[src/rtl/fusion_ctrl.sv]
// fusion_ctrl: sequencing controller for one fusion_unit.
// Accepts a dot-product job (length + input/weight bitwidth codes), streams packed
// operand word pairs into the fusion unit, accumulates the returned psums into a
// 32-bit wrapping result and presents it on a valid/ready result port.
//
// Ports:
//   clk, RST                     clock, asynchronous active-high reset
//   start, cfg_len, cfg_*_bw     job request and configuration (sampled in idle)
//   abort                        cancel the running job, no result produced
//   busy                         high whenever not idle
//   op_valid/op_ready/op_*       operand pair stream
//   fu_input_forward, fu_weight  registered operands to the fusion unit
//   fu_*_bitwidth                latched bitwidth configuration
//   fu_psum                      registered psum from the fusion unit
//   res_valid/res_ready          result handshake
//   res_data, res_err, res_ovf   result, illegal-code flag, sticky overflow flag
module fusion_ctrl #(
  parameter int unsigned LEN_W  = 16,
  parameter int unsigned FU_LAT = 2
) (
  input  logic             clk,
  input  logic             RST,
  input  logic             start,
  input  logic [LEN_W-1:0] cfg_len,
  input  logic [2:0]       cfg_in_bw,
  input  logic [2:0]       cfg_wt_bw,
  input  logic             abort,
  output logic             busy,
  input  logic             op_valid,
  output logic             op_ready,
  input  logic [31:0]      op_input,
  input  logic [31:0]      op_weight,
  output logic [31:0]      fu_input_forward,
  output logic [31:0]      fu_weight,
  output logic [2:0]       fu_input_bitwidth,
  output logic [2:0]       fu_weight_bitwidth,
  input  logic [31:0]      fu_psum,
  output logic             res_valid,
  input  logic             res_ready,
  output logic [31:0]      res_data,
  output logic             res_err,
  output logic             res_ovf
);

  localparam logic [1:0] StIdle  = 2'd0;
  localparam logic [1:0] StRun   = 2'd1;
  localparam logic [1:0] StDrain = 2'd2;
  localparam logic [1:0] StDone  = 2'd3;

  logic [1:0]        state_q, state_d;
  logic [LEN_W-1:0]  len_q, len_d;
  logic [LEN_W-1:0]  issued_q, issued_d;
  logic [31:0]       acc_q, acc_d;
  logic              ovf_q, ovf_d;
  logic              err_q, err_d;
  logic [FU_LAT-1:0] vld_sr_q, vld_sr_d;
  logic [31:0]       in_q, in_d;
  logic [31:0]       wt_q, wt_d;
  logic [2:0]        in_bw_q, in_bw_d;
  logic [2:0]        wt_bw_q, wt_bw_d;

  logic        hs;
  logic        cfg_illegal;
  logic [31:0] sum;
  logic        sum_ovf;

  assign op_ready    = (state_q == StRun) && (issued_q < len_q);
  assign hs          = op_valid && op_ready;
  assign cfg_illegal = (cfg_in_bw > 3'd2) || (cfg_wt_bw > 3'd2);

  // Signed overflow: both addends share a sign the wrapped sum does not.
  assign sum     = acc_q + fu_psum;
  assign sum_ovf = (acc_q[31] == fu_psum[31]) && (sum[31] != acc_q[31]);

  always_comb begin
    state_d  = state_q;
    len_d    = len_q;
    issued_d = issued_q;
    acc_d    = acc_q;
    ovf_d    = ovf_q;
    err_d    = err_q;
    vld_sr_d = vld_sr_q;
    in_bw_d  = in_bw_q;
    wt_bw_d  = wt_bw_q;
    // Operand registers carry zero on every cycle without a handshake.
    in_d     = '0;
    wt_d     = '0;

    case (state_q)
      StIdle: begin
        if (start) begin
          len_d    = cfg_len;
          in_bw_d  = cfg_in_bw;
          wt_bw_d  = cfg_wt_bw;
          acc_d    = '0;
          ovf_d    = 1'b0;
          issued_d = '0;
          err_d    = cfg_illegal;
          if (cfg_illegal || (cfg_len == '0)) begin
            state_d = StDone;
          end else begin
            state_d = StRun;
          end
        end
      end
      StRun, StDrain: begin
        if (abort) begin
          state_d  = StIdle;
          vld_sr_d = '0;
        end else begin
          // Tag tracks which psums returning FU_LAT cycles later belong to real pairs.
          vld_sr_d    = vld_sr_q << 1;
          vld_sr_d[0] = hs;
          if (hs) begin
            in_d     = op_input;
            wt_d     = op_weight;
            issued_d = issued_q + LEN_W'(1);
          end
          if (vld_sr_q[FU_LAT-1]) begin
            acc_d = sum;
            if (sum_ovf) begin
              ovf_d = 1'b1;
            end
          end
          if ((state_q == StRun) && hs && (issued_d == len_q)) begin
            state_d = StDrain;
          end
          // Leave once the psum added on this edge was the last one in flight.
          if ((state_q == StDrain) && (vld_sr_d == '0)) begin
            state_d = StDone;
          end
        end
      end
      StDone: begin
        if (res_ready) begin
          state_d = StIdle;
        end
      end
      default: state_d = StIdle;
    endcase
  end

  always_ff @(posedge clk or posedge RST) begin
    if (RST) begin
      state_q  <= StIdle;
      len_q    <= '0;
      issued_q <= '0;
      acc_q    <= '0;
      ovf_q    <= 1'b0;
      err_q    <= 1'b0;
      vld_sr_q <= '0;
      in_q     <= '0;
      wt_q     <= '0;
      in_bw_q  <= '0;
      wt_bw_q  <= '0;
    end else begin
      state_q  <= state_d;
      len_q    <= len_d;
      issued_q <= issued_d;
      acc_q    <= acc_d;
      ovf_q    <= ovf_d;
      err_q    <= err_d;
      vld_sr_q <= vld_sr_d;
      in_q     <= in_d;
      wt_q     <= wt_d;
      in_bw_q  <= in_bw_d;
      wt_bw_q  <= wt_bw_d;
    end
  end

  assign busy               = (state_q != StIdle);
  assign res_valid          = (state_q == StDone);
  assign res_data           = acc_q;
  assign res_err            = err_q;
  assign res_ovf            = ovf_q;
  assign fu_input_forward   = in_q;
  assign fu_weight          = wt_q;
  assign fu_input_bitwidth  = in_bw_q;
  assign fu_weight_bitwidth = wt_bw_q;

endmodule
[config.mk]
export PLATFORM = sky130hd
export DESIGN_NAME = fusion_ctrl
export DESIGN_NICKNAME = d
export VERILOG_FILES = /design/src/rtl/fusion_ctrl.sv
export SDC_FILE = /design/constraint.sdc
export NUM_CORES = 1
export LEC_CHECK = 0
export BUFFER_PORTS_ARGS = -buffer_cell sky130_fd_sc_hd__buf_2
export CORE_MARGIN = 3
export CORE_UTILIZATION = 30
export DETAILED_ROUTE_END_ITERATION = 12
export PLACE_DENSITY = 0.5
export SLEW_MARGIN = 10
export SYNTH_ARGS = -nofsm -noshare
export SYNTH_HDL_FRONTEND = slang
export SYNTH_SLANG_ARGS = --single-unit
export TNS_END_PERCENT = 50
[constraint.sdc]
create_clock -name clk -period 11.46 [get_ports clk]
set_clock_uncertainty 0.2 [all_clocks]
set_input_delay 0.573 -clock clk [delete_from_list [all_inputs] [get_ports clk]]
set_output_delay 0.573 -clock clk [all_outputs]
set_load 0.01 [all_outputs]
==> flow_metrics.py <==
metrics = {
    "placed_design": {
        "place.gp.congestion": 0.8110,
        "place_hpwl_um": 16260,
        "dp_slack_ns": 7.220,
        "numPortBuffers": 230,
        "postPlaceCellArea_um2": 9244,
    },
    "sta": {
        "rsz0062_at_grt": "no",
        "fin_crit_ns": 4.175,
        "fmax_mhz": 239.5,
        "slew_headroom": 0.2657,
        "worst_slew_pin_slew_ns": 1.099,
        "tns_ns": 0,
        "final_hold_viol_count": 0,
        "fin_crit_sh": 0.3643,
        "setup_viol": 0,
        "whs_ns": 0.02541,
        "final_max_slew_viol_count": 0,
        "fin_ws_ns": 7.285,
    },
    "clocking": {
        "cts_tree": "done",
        "htreeDepth": 4,
        "root_buffer": "clkbuf_16",
        "cts.path.max_buffers": 2,
        "cts_setup_buffers": 0,
        "clk_latency_ns": 0.43,
        "numCtsBuffers": 17,
        "clkSlewWorstSetupHoldPaths_ns": 0.07,
        "cts_hold_buf": 0,
        "cts_resized": 0,
        "clock_sinks": 140,
    },
    "synthesis": {
        "ys_warn_count": 0,
        "ys_ff_latch": 140,
        "syn_area_um2": 7767,
        "yosysTopAreaCellShare": 0.4510,
        "syn_nets": 945,
        "ys_types": 68,
        "seq_area_frac_synth": 0.4510,
        "syn_inst": 769,
        "synthFlopType": "dfrtp_1",
        "avgSynthCellArea_um2": 10.10,
        "synth_edf_count": 0,
        "synth_top_area_cell": "dfrtp_1",
        "synthTopCellsByArea": "dfrtp_1 (45%), ha_1 (8.2%), and3_1 (5.8%)",
        "ys_async_sr_fraction": 1.000,
    },
    "worst_hold_path": {
        "min_path_type": "in2async",
    },
    "routing": {
        "firstDrtPassIters": 5,
        "drt-total-wl_um": 22020,
        "post_drt_wl_per_cell_um": 16.53,
        "drt_iter0_drc": 337,
        "post-route-drc-count": 0,
        "vias_per_cell": 4.879,
        "dr_total_vias": 6499,
        "drtAntennaViolNets": 0,
    },
    "worst_setup_path": {
        "critical_path_peak_fanout": 70,
        "worstSetupEndpointType": "flop",
        "crit_required_ns": 11.58,
        "crit_arrival_ns": 4.30,
        "crit_type": "reg2reg",
        "worstSetupStartpointType": "flop",
    },
    "floorplan": {
        "core_um2": 25330,
        "die-area_um2": 27860,
        "rows": 58,
        "start_util": 0.3067,
        "die_x_um": 166.9,
        "ios": 231,
        "fp.dieH_um": 166.9,
    },
    "power_and_ir_drop": {
        "ir_drop_mv": 0.1099,
        "p_per_area_nw_per_um2": 233.0,
        "internal-power_w": 0.001366,
        "p_clk_frac": 0.255,
        "p_leak_nw": 5.312,
        "power.share.switching": 0.4057,
        "power_switching_w": 0.0009323,
        "power_frac_comb": 0.435,
        "seq_power_share": 0.310,
    },
    "global_route": {
        "grt_max_degree": 79,
        "antenna_found_initial": 2,
        "gr-total-overflow": 0,
        "first_global_vias": 6742,
        "grt.total_usage": 0.1587,
        "grt_pass1_wl_um": 35940,
    },
    "final_layout": {
        "drive_gt1_frac": 0.3114,
        "syn2layout_area_growth_pct": 26.98,
        "nets": 1165,
        "antenna_cells": 0,
        "stdcell_area_um2": 9863,
    },
    "run_status": {
        "status": "finished clean",
    },
    "flow_run": {
        "maxCapViolCount": 0,
    },
}
-- path summary, 6_finish.rpt --
check / from / to / slack [ns] / depth (start not counted)
worst max-delay path: state_q[0] / res_data[3] / 7.29 / 12
min in group clk: op_weight[7] / fu_weight[7] / 0.16 / 2
max in group asynchronous: RST / len_q[13] / 9.60 / 3
worst min-delay path: RST / fu_input_forward[21] / 0.03 / 2
worst max register to register: state_q[0] / res_data[3] / 7.29 / 12
worst min register to register: res_err / res_err / 0.29 / 2
-- cell type report --
type	count	area [µm²]
clock buffer	17	425.4
clock inverter	15	193.9
fill	2547	15460
inverter	34	132.6
multi-input combinational	561	4006
sequential	140	3503
tap	330	412.9
timing repair buffer	235	1189
-- power by group through the flow --
stage | sequential, W | clock [W] | combinational, W
finish | 0.000712 | 0.000586 | 0.00100
global route | 0.000732 | 0.000625 | 0.00114
CTS | 0.000717 | 0.000606 | 0.00101
detailed placement | 0.000724 | 0 | 0.00101
global placement | 0.000722 | 0 | 0.00100
floorplan | 0.000736 | 0 | 0.000679
-- cells in the final DEF, fill, tap and decap left out, drive strengths merged, types with 11 or more instances in the layout --
cell type  count
inv           45
dfrtp        140
nor3          11
ha            51
mux2          22
xnor2         19
xor2          26
and3          74
nor2          23
buf          235
a21o          15
nand2         57
o21ai         69
nand4         12
nand3         14
a21oi         37
clkbuf        17
-- cells by family after synthesis --
kind of cell	count (synthesis)	share of synthesized area
AOI/OAI and AO/OA	197	0.1683
DFF	140	0.4510
buffers and inverters	68	0.03560
muxes	26	0.03705
and+or+nand+nor	241	0.1725
adders and majority gates	52	0.08473
xor gates and xnor gates	45	0.05074
-- worst max-delay path, cell delays in order (launching register included) --
cell and delay, ns:
dfrtp_1 0.41, inv_1 0.09, ha_1 0.37, inv_1 0.15
nor2_4 0.12, buf_4 0.48, nand2_1 0.44, o21ai_0 0.36
o21ai_2 0.10, buf_4 0.27, nor2_1 0.70, o21ai_0 0.18
o21ai_0 0.20
-- synthesized netlist by cell type (6+ instances only) --
| master | count |
|---|---|
| dfrtp_1 | 140 |
| and3_1 | 72 |
| o21ai_0 | 64 |
| nand2_1 | 57 |
| ha_1 | 51 |
| a21oi_1 | 37 |
| inv_1 | 34 |
| clkbuf_1 | 31 |
| xor2_1 | 26 |
| nor2_1 | 23 |
| mux2_2 | 22 |
| xnor2_1 | 19 |
| a21o_1 | 14 |
| nand3_1 | 14 |
| nand4_1 | 10 |
| nor3_1 | 9 |
| o31ai_1 | 9 |
| a31oi_1 | 8 |
| nand2b_1 | 8 |
| nor4_1 | 8 |
| nor2b_1 | 7 |
| o211ai_1 | 7 |
| a211o_1 | 6 |
-- through the flow --
step / instances / utilization / total power, W
2_1_floorplan: 769 / - / 0.001415
4_1_cts: 1332 / 0.3894 / 0.002335
3_5_place_dp: 1300 / 0.3650 / 0.001730
6_report: 1332 / 0.3894 / 0.002298
3_3_place_gp: 1300 / 0.3650 / 0.001727
5_1_grt: 1332 / 0.3894 / 0.002493
-- routing by layer --
layer | GRT usage | vias to the layer above | share of wire
li1 | - | 3261 | -
met1 | 0.1962 | 3057 | 0.43
met2 | 0.2670 | 159 | 0.49
met3 | 0.05151 | 18 | 0.067
met4 | 0.04376 | 4 | 0.012
met5 | 0 | - | 0.00064
-- registers in the layout, indices dropped and copies added, names as in the netlist --
signal,cells
fu_input_forward,32
fu_weight,32
res_data,32
issued_q,16
len_q,16
fu_input_bitwidth,3
fu_weight_bitwidth,3
state_q,2
vld_sr_q,2
res_err,1
res_ovf,1
Power figures use the tool's default switching activity.
